<file path="src/rtl/vram_arbiter.sv">
// VRAM time-share arbiter: VDP fetches take priority with fixed latency, CPU fills idle slots.
// Optional deferral counter built when VRAM_ARB_STALL_CNT_EN is defined.
module vram_arbiter #(
  parameter int ADDR_W = 16
) (
  input  logic              clk,
  input  logic              reset,
  input  logic              vdp_fetch,
  input  logic [ADDR_W-1:0] vdp_addr,
  output logic [7:0]        vdp_data,
  input  logic              cpu_req,
  input  logic              cpu_we,
  input  logic [ADDR_W-1:0] cpu_addr,
  input  logic [7:0]        cpu_wdata,
  output logic              cpu_ack,
  output logic [7:0]        cpu_rdata,
  output logic [15:0]       cpu_stall_cnt,
  output logic [ADDR_W-1:0] mem_addr,
  output logic              mem_we,
  output logic [7:0]        mem_wdata,
  input  logic [7:0]        mem_rdata
);

  // state | meaning
  // IDLE  | no CPU access outstanding, may grant
  // ISSUE | CPU access on mem_*
  // WAIT  | CPU read data returning on mem_rdata
  // DONE  | cpu_ack asserted
  typedef enum logic [1:0] {IDLE, ISSUE, WAIT, DONE} state_e;

  state_e            state_q;
  logic              cpu_wr_q;
  logic              cpu_ack_q;
  logic [7:0]        cpu_rdata_q;
  logic              vdp_p1_q, vdp_p2_q;
  logic [7:0]        vdp_data_q;
  logic [ADDR_W-1:0] mem_addr_q, mem_addr_d;
  logic              mem_we_q, mem_we_d;
  logic [7:0]        mem_wdata_q, mem_wdata_d;
  logic              grant_cpu;

  assign grant_cpu = !vdp_fetch && (state_q == IDLE) && cpu_req;

  always_comb begin
    mem_addr_d  = mem_addr_q;
    mem_we_d    = 1'b0;
    mem_wdata_d = mem_wdata_q;
    if (vdp_fetch) begin
      mem_addr_d = vdp_addr;
    end else if (grant_cpu) begin
      mem_addr_d  = cpu_addr;
      mem_we_d    = cpu_we;
      mem_wdata_d = cpu_wdata;
    end
  end

  always_ff @(posedge clk or posedge reset) begin
    if (reset) begin
      mem_addr_q  <= '0;
      mem_we_q    <= 1'b0;
      mem_wdata_q <= '0;
      vdp_p1_q    <= 1'b0;
      vdp_p2_q    <= 1'b0;
      vdp_data_q  <= '0;
    end else begin
      mem_addr_q  <= mem_addr_d;
      mem_we_q    <= mem_we_d;
      mem_wdata_q <= mem_wdata_d;
      vdp_p1_q    <= vdp_fetch;
      vdp_p2_q    <= vdp_p1_q;
      if (vdp_p2_q) vdp_data_q <= mem_rdata;
    end
  end

  // Writes commit in ISSUE and skip WAIT, giving the shorter write turnaround.
  always_ff @(posedge clk or posedge reset) begin
    if (reset) begin
      state_q     <= IDLE;
      cpu_wr_q    <= 1'b0;
      cpu_ack_q   <= 1'b0;
      cpu_rdata_q <= '0;
    end else begin
      cpu_ack_q <= 1'b0;
      case (state_q)
        IDLE: begin
          if (grant_cpu) begin
            state_q  <= ISSUE;
            cpu_wr_q <= cpu_we;
          end
        end
        ISSUE: begin
          if (cpu_wr_q) begin
            state_q   <= DONE;
            cpu_ack_q <= 1'b1;
          end else begin
            state_q <= WAIT;
          end
        end
        WAIT: begin
          cpu_rdata_q <= mem_rdata;
          cpu_ack_q   <= 1'b1;
          state_q     <= DONE;
        end
        DONE:    state_q <= IDLE;
        default: state_q <= IDLE;
      endcase
    end
  end

`ifdef VRAM_ARB_STALL_CNT_EN
  logic [15:0] stall_cnt_q;
  logic        deferral;

  assign deferral = vdp_fetch && (state_q == IDLE) && cpu_req;

  always_ff @(posedge clk or posedge reset) begin
    if (reset) begin
      stall_cnt_q <= '0;
    end else if (deferral && (stall_cnt_q != 16'hFFFF)) begin
      stall_cnt_q <= stall_cnt_q + 16'd1;
    end
  end

  assign cpu_stall_cnt = stall_cnt_q;
`else
  assign cpu_stall_cnt = '0;
`endif

  assign vdp_data  = vdp_data_q;
  assign cpu_ack   = cpu_ack_q;
  assign cpu_rdata = cpu_rdata_q;
  assign mem_addr  = mem_addr_q;
  assign mem_we    = mem_we_q;
  assign mem_wdata = mem_wdata_q;

endmodule

</file>
<file path="config.mk">
export PLATFORM = sky130hd
export DESIGN_NAME = vram_arbiter
export DESIGN_NICKNAME = d
export VERILOG_FILES = /design/src/rtl/vram_arbiter.sv
export SDC_FILE = /design/constraint.sdc
export NUM_CORES = 1
export LEC_CHECK = 0
export ABC_AREA = 1
export CAP_MARGIN = 20
export CORE_UTILIZATION = 37
export CTS_CLUSTER_SIZE = 40
export DETAILED_ROUTE_END_ITERATION = 8
export PLACE_DENSITY_LB_ADDON = 0.1
export SLEW_MARGIN = 20
export SYNTH_ARGS = -nofsm -noshare
export SYNTH_HDL_FRONTEND = slang
export SYNTH_SLANG_ARGS = --single-unit
export TNS_END_PERCENT = 20
</file>
<file path="constraint.sdc">
create_clock -name clk -period 1.2 [get_ports clk]
set_input_delay 0.12 -clock clk [delete_from_list [all_inputs] [get_ports clk]]
set_output_delay 0.12 -clock clk [all_outputs]
set_load 0.05 [all_outputs]
</file>
==> impl_summary.log <==
[metrics] number of global-route vias before repair: ~1,800
[metrics] die height: 82.9 um
[metrics] number of buffers between clock root and the deepest sink: 2
[metrics] first-pass GRT wire length: about 8500 um
[metrics] Chip Width: 82.9 um
[metrics] DIE AREA: between 6000 and 7000 um^2
[metrics] share of layout cells above drive strength 1: 0.311
[metrics] number of DRC violations after detailed-routing iteration 0: 88
[metrics] Pwr per Cell Area: approximately 2200 nW/um^2
[metrics] clk slew on worst S/H paths: approximately 0.090 ns
[metrics] run status: finished clean
[metrics] Via density: 4.35
[metrics] worst path cell trace: inv_2 -> ha_4 -> nand3_4 -> clkbuf_16 -> nand2_1 -> o21ai_2
[metrics] clock buffer count from CTS: 5
[metrics] Finished Core Util: 0.654
[metrics] number of buffers inserted by hold repair at cts: 0
[metrics] worst slack, placed: -0.168 ns
[metrics] core region area: 6310 um^2
[metrics] time the final worst path needs with I/O delays and setup: 1.17 ns
[metrics] CP endpoint kind: register
[metrics] slowest cell on the critical path: dfrtp_1
[metrics] pin count of the biggest net entering global routing: 48
[metrics] post-CTS setup buffer count: 0
[metrics] maximum operating frequency: between 800 and 900 MHz
[metrics] net count of the finished layout: 435
[metrics] total standard cell area after synthesis: approximately 2400 um^2
[metrics] start-to-end type of the worst setup path: reg2reg
[metrics] Detailed Route WL: 5180 um
[metrics] IR drop worst, VDD: 0.00167 V
[metrics] Critical Path Max Stage Delay: 0.39 ns
[metrics] setup repair after global routing missed its margin: yes
[metrics] Sinks on Clock Net: 47
[metrics] routed wl met2: 2470 um
[metrics] Layout fillers: between 500 and 600
[metrics] final hold violations: 0
[metrics] arrival time of data at the critical path endpoint: 1.37 ns
[metrics] ports placed on the boundary: 111
[metrics] maximum capacitance violations: 0
[metrics] Buffers on Ports: 94
[metrics] Worst EP required: 1.40 ns
[metrics] Hold/Removal Path Class: in2async
[metrics] Area growth syn-to-layout: 70.7%
[metrics] static leakage: 2.05 nW
[metrics] share of the cycle needed by the critical path after routing: 0.974
[metrics] number of library cell types mapped by synthesis: 20
[metrics] effective utilization at floorplan: 0.383
[metrics] Post-Syn Area per Cell: 8.93 um^2
[metrics] number of warnings printed during yosys synthesis: 0
[metrics] proportion of synthesized chip area in sequential cells: 0.486
[metrics] antenna violations before repair: 0
[metrics] WL met3: ~360 um
[metrics] average routed wire per standard cell: roughly 11 um
[metrics] final-layout worst hold slack: 0.215 ns
[metrics] global route overflow: 0
[metrics] number of slew-limit violations in the final report: 0
[metrics] H-tree depth reported by CTS: 2
[metrics] count of mapped cells out of synthesis: 271
[metrics] global placement routability congestion: ~0.77
[metrics] element type at the critical path start: register
[metrics] TritonCTS clock tree: done
[metrics] number of synthesized register bits: 47
[metrics] setup skew after layout: between 0.003 and 0.004 ns
[metrics] critical path fanouts, max: 5
[metrics] clock latency on the worst-skew pair: 0.30 ns
[metrics] via total after detailed routing: between 1,500 and 2,000
[metrics] number of placement rows: 29
[metrics] cell at the root of the clock tree: clkbuf_8
[metrics] number of iterations in the first detailed-routing pass: 4
[metrics] WP buf/inv: 2
[metrics] top layer reached by signal wires: met4
[metrics] cell family contributing the most delay on the critical path: flip-flops
[metrics] DRC: 0
[metrics] Total Routing Usage GR: 0.154
[metrics] slack of the critical path: 0.0317 ns
[metrics] placed wire-length estimate: 3800 um
[metrics] WL met1: 2250 um
[metrics] antenna cell count: 0
[metrics] number of nets with antenna violations after routing: 0
[metrics] number of failing setup endpoints in the final timing report: 0
==> path summary, 6_finish.rpt <==
check                                             from  slack, ns                        to  depth (start not counted)
worst max-delay path            state_q[1]$_DFFE_PP0P_       0.03  mem_wdata[2]$_DFFE_PP0P_                          6
worst min-delay path                             reset       0.22  mem_addr[11]$_DFFE_PP0P_                          3
worst max register to register  state_q[1]$_DFFE_PP0P_       0.03  mem_wdata[2]$_DFFE_PP0P_                          6
worst min register to register      vdp_p1_q$_DFF_PP0_       0.36        vdp_p2_q$_DFF_PP0_                          0
max in group asynchronous                        reset       0.76   vdp_data[6]$_DFFE_PP0P_                          3
min in group clk                          cpu_wdata[5]       0.36  mem_wdata[5]$_DFFE_PP0P_                          3
==> cells in the final DEF, fill, tap and decap left out, types with 2 or more instances in the layout <==
cell type	synthesis	routed
buf_12	1	48
buf_4	18	9
clkbuf_16	0	2
clkbuf_8	0	6
clkdlybuf4s50_1	0	52
conb_1	1	16
dfrtp_1	47	47
ha_1	4	2
ha_4	0	2
inv_1	22	19
inv_2	1	3
nand2_1	108	105
nand2_2	10	13
nand2_4	10	9
nand3_1	12	9
nand3_2	8	10
o21ai_0	9	9
o21ai_2	9	9
==> per-stage QoR <==
stage | area (um^2) | instances | power (mW) | TNS [ns]
after global routing | 4130 | 456 | 9.53 | -0.319
final | 4130 | 456 | 9.08 | 0
after CTS | 4030 | 454 | 8.99 | 0
after detailed placement | 3900 | 446 | 7.71 | -3.01
after floorplan | 2480 | 286 | 5.07 | 0
after global placement | 3900 | 446 | 7.65 | -2.98
==> power by group <==
part,switching [mW],internal [mW]
Clock,0.533,0.674
Sequential,0.505,2.06
Combinational,2.74,2.56
==> synthesized netlist by cell type <==
library cell	n	area share
a21boi_1	1	0.0031
o21ai_0	9	0.019
buf_2	2	0.0041
buf_12	1	0.0083
nand2_1	108	0.17
nand3_2	8	0.033
inv_2	1	0.0015
o21ai_2	9	0.033
buf_8	1	0.0062
nand2_4	10	0.047
ha_1	4	0.021
inv_1	22	0.034
dfrtp_1	47	0.49
nand2_2	10	0.026
nand3_1	12	0.025
buf_6	5	0.023
nor2_1	1	0.0015
conb_1	1	0.0015
inv_8	1	0.0047
buf_4	18	0.056
==> tightest hold or removal path, stage by stage <==
cell and delay (ns):
clkdlybuf4s50_1 0.44, clkinvlp_4 0.10, buf_12 0.24
==> flip-flops by register name (all words and copies together) (netlist names) <==
register   count
state_q        2
cpu_rdata      8
mem_we         1
vdp_data       8
vdp_p1_q       1
mem_addr      16
vdp_p2_q       1
cpu_wr_q       1
cpu_ack        1
mem_wdata      8
==> cell families after synthesis <==
logic type      count (synthesis)  synth area share
compound gates                 19            0.0543
fa+ha+maj                       4            0.0207
buf+inv                        51             0.138
flops                          47             0.486
other cells                     1           0.00155
simple gates                  149             0.299
==> per-layer routing <==
| layer | up-vias | global-route usage |
|---|---|---|
| li1 | 1009 | - |
| met1 | 893 | 0.188 |
| met2 | 72 | 0.250 |
| met3 | 10 | 0.0507 |
| met4 | 0 | 0.0611 |
| met5 | - | 0 |
==> cell type report <==
class | count | area, um^2 | area share
Clock buffer | 6 | 82.6 | 0.0200
Timing Repair Buffer | 112 | 1610 | 0.390
Clock inverter | 2 | 35.0 | 0.00848
Tap cell | 77 | 96.3 | 0.0233
Inverter | 24 | 101 | 0.0245
Sequential cell | 47 | 1180 | 0.285
Multi-Input combinational cell | 188 | 1030 | 0.249
==> repair_timing <==
| item | 4_1_cts | 5_1_grt |
|---|---|---|
| pin swaps | 0 | 3 |
| gates resized for setup | 2 | 12 |
| endpoints found under the setup margin | 13 | 35 |
| gates cloned | 0 | 2 |
(Power assumes the default switching activity.)
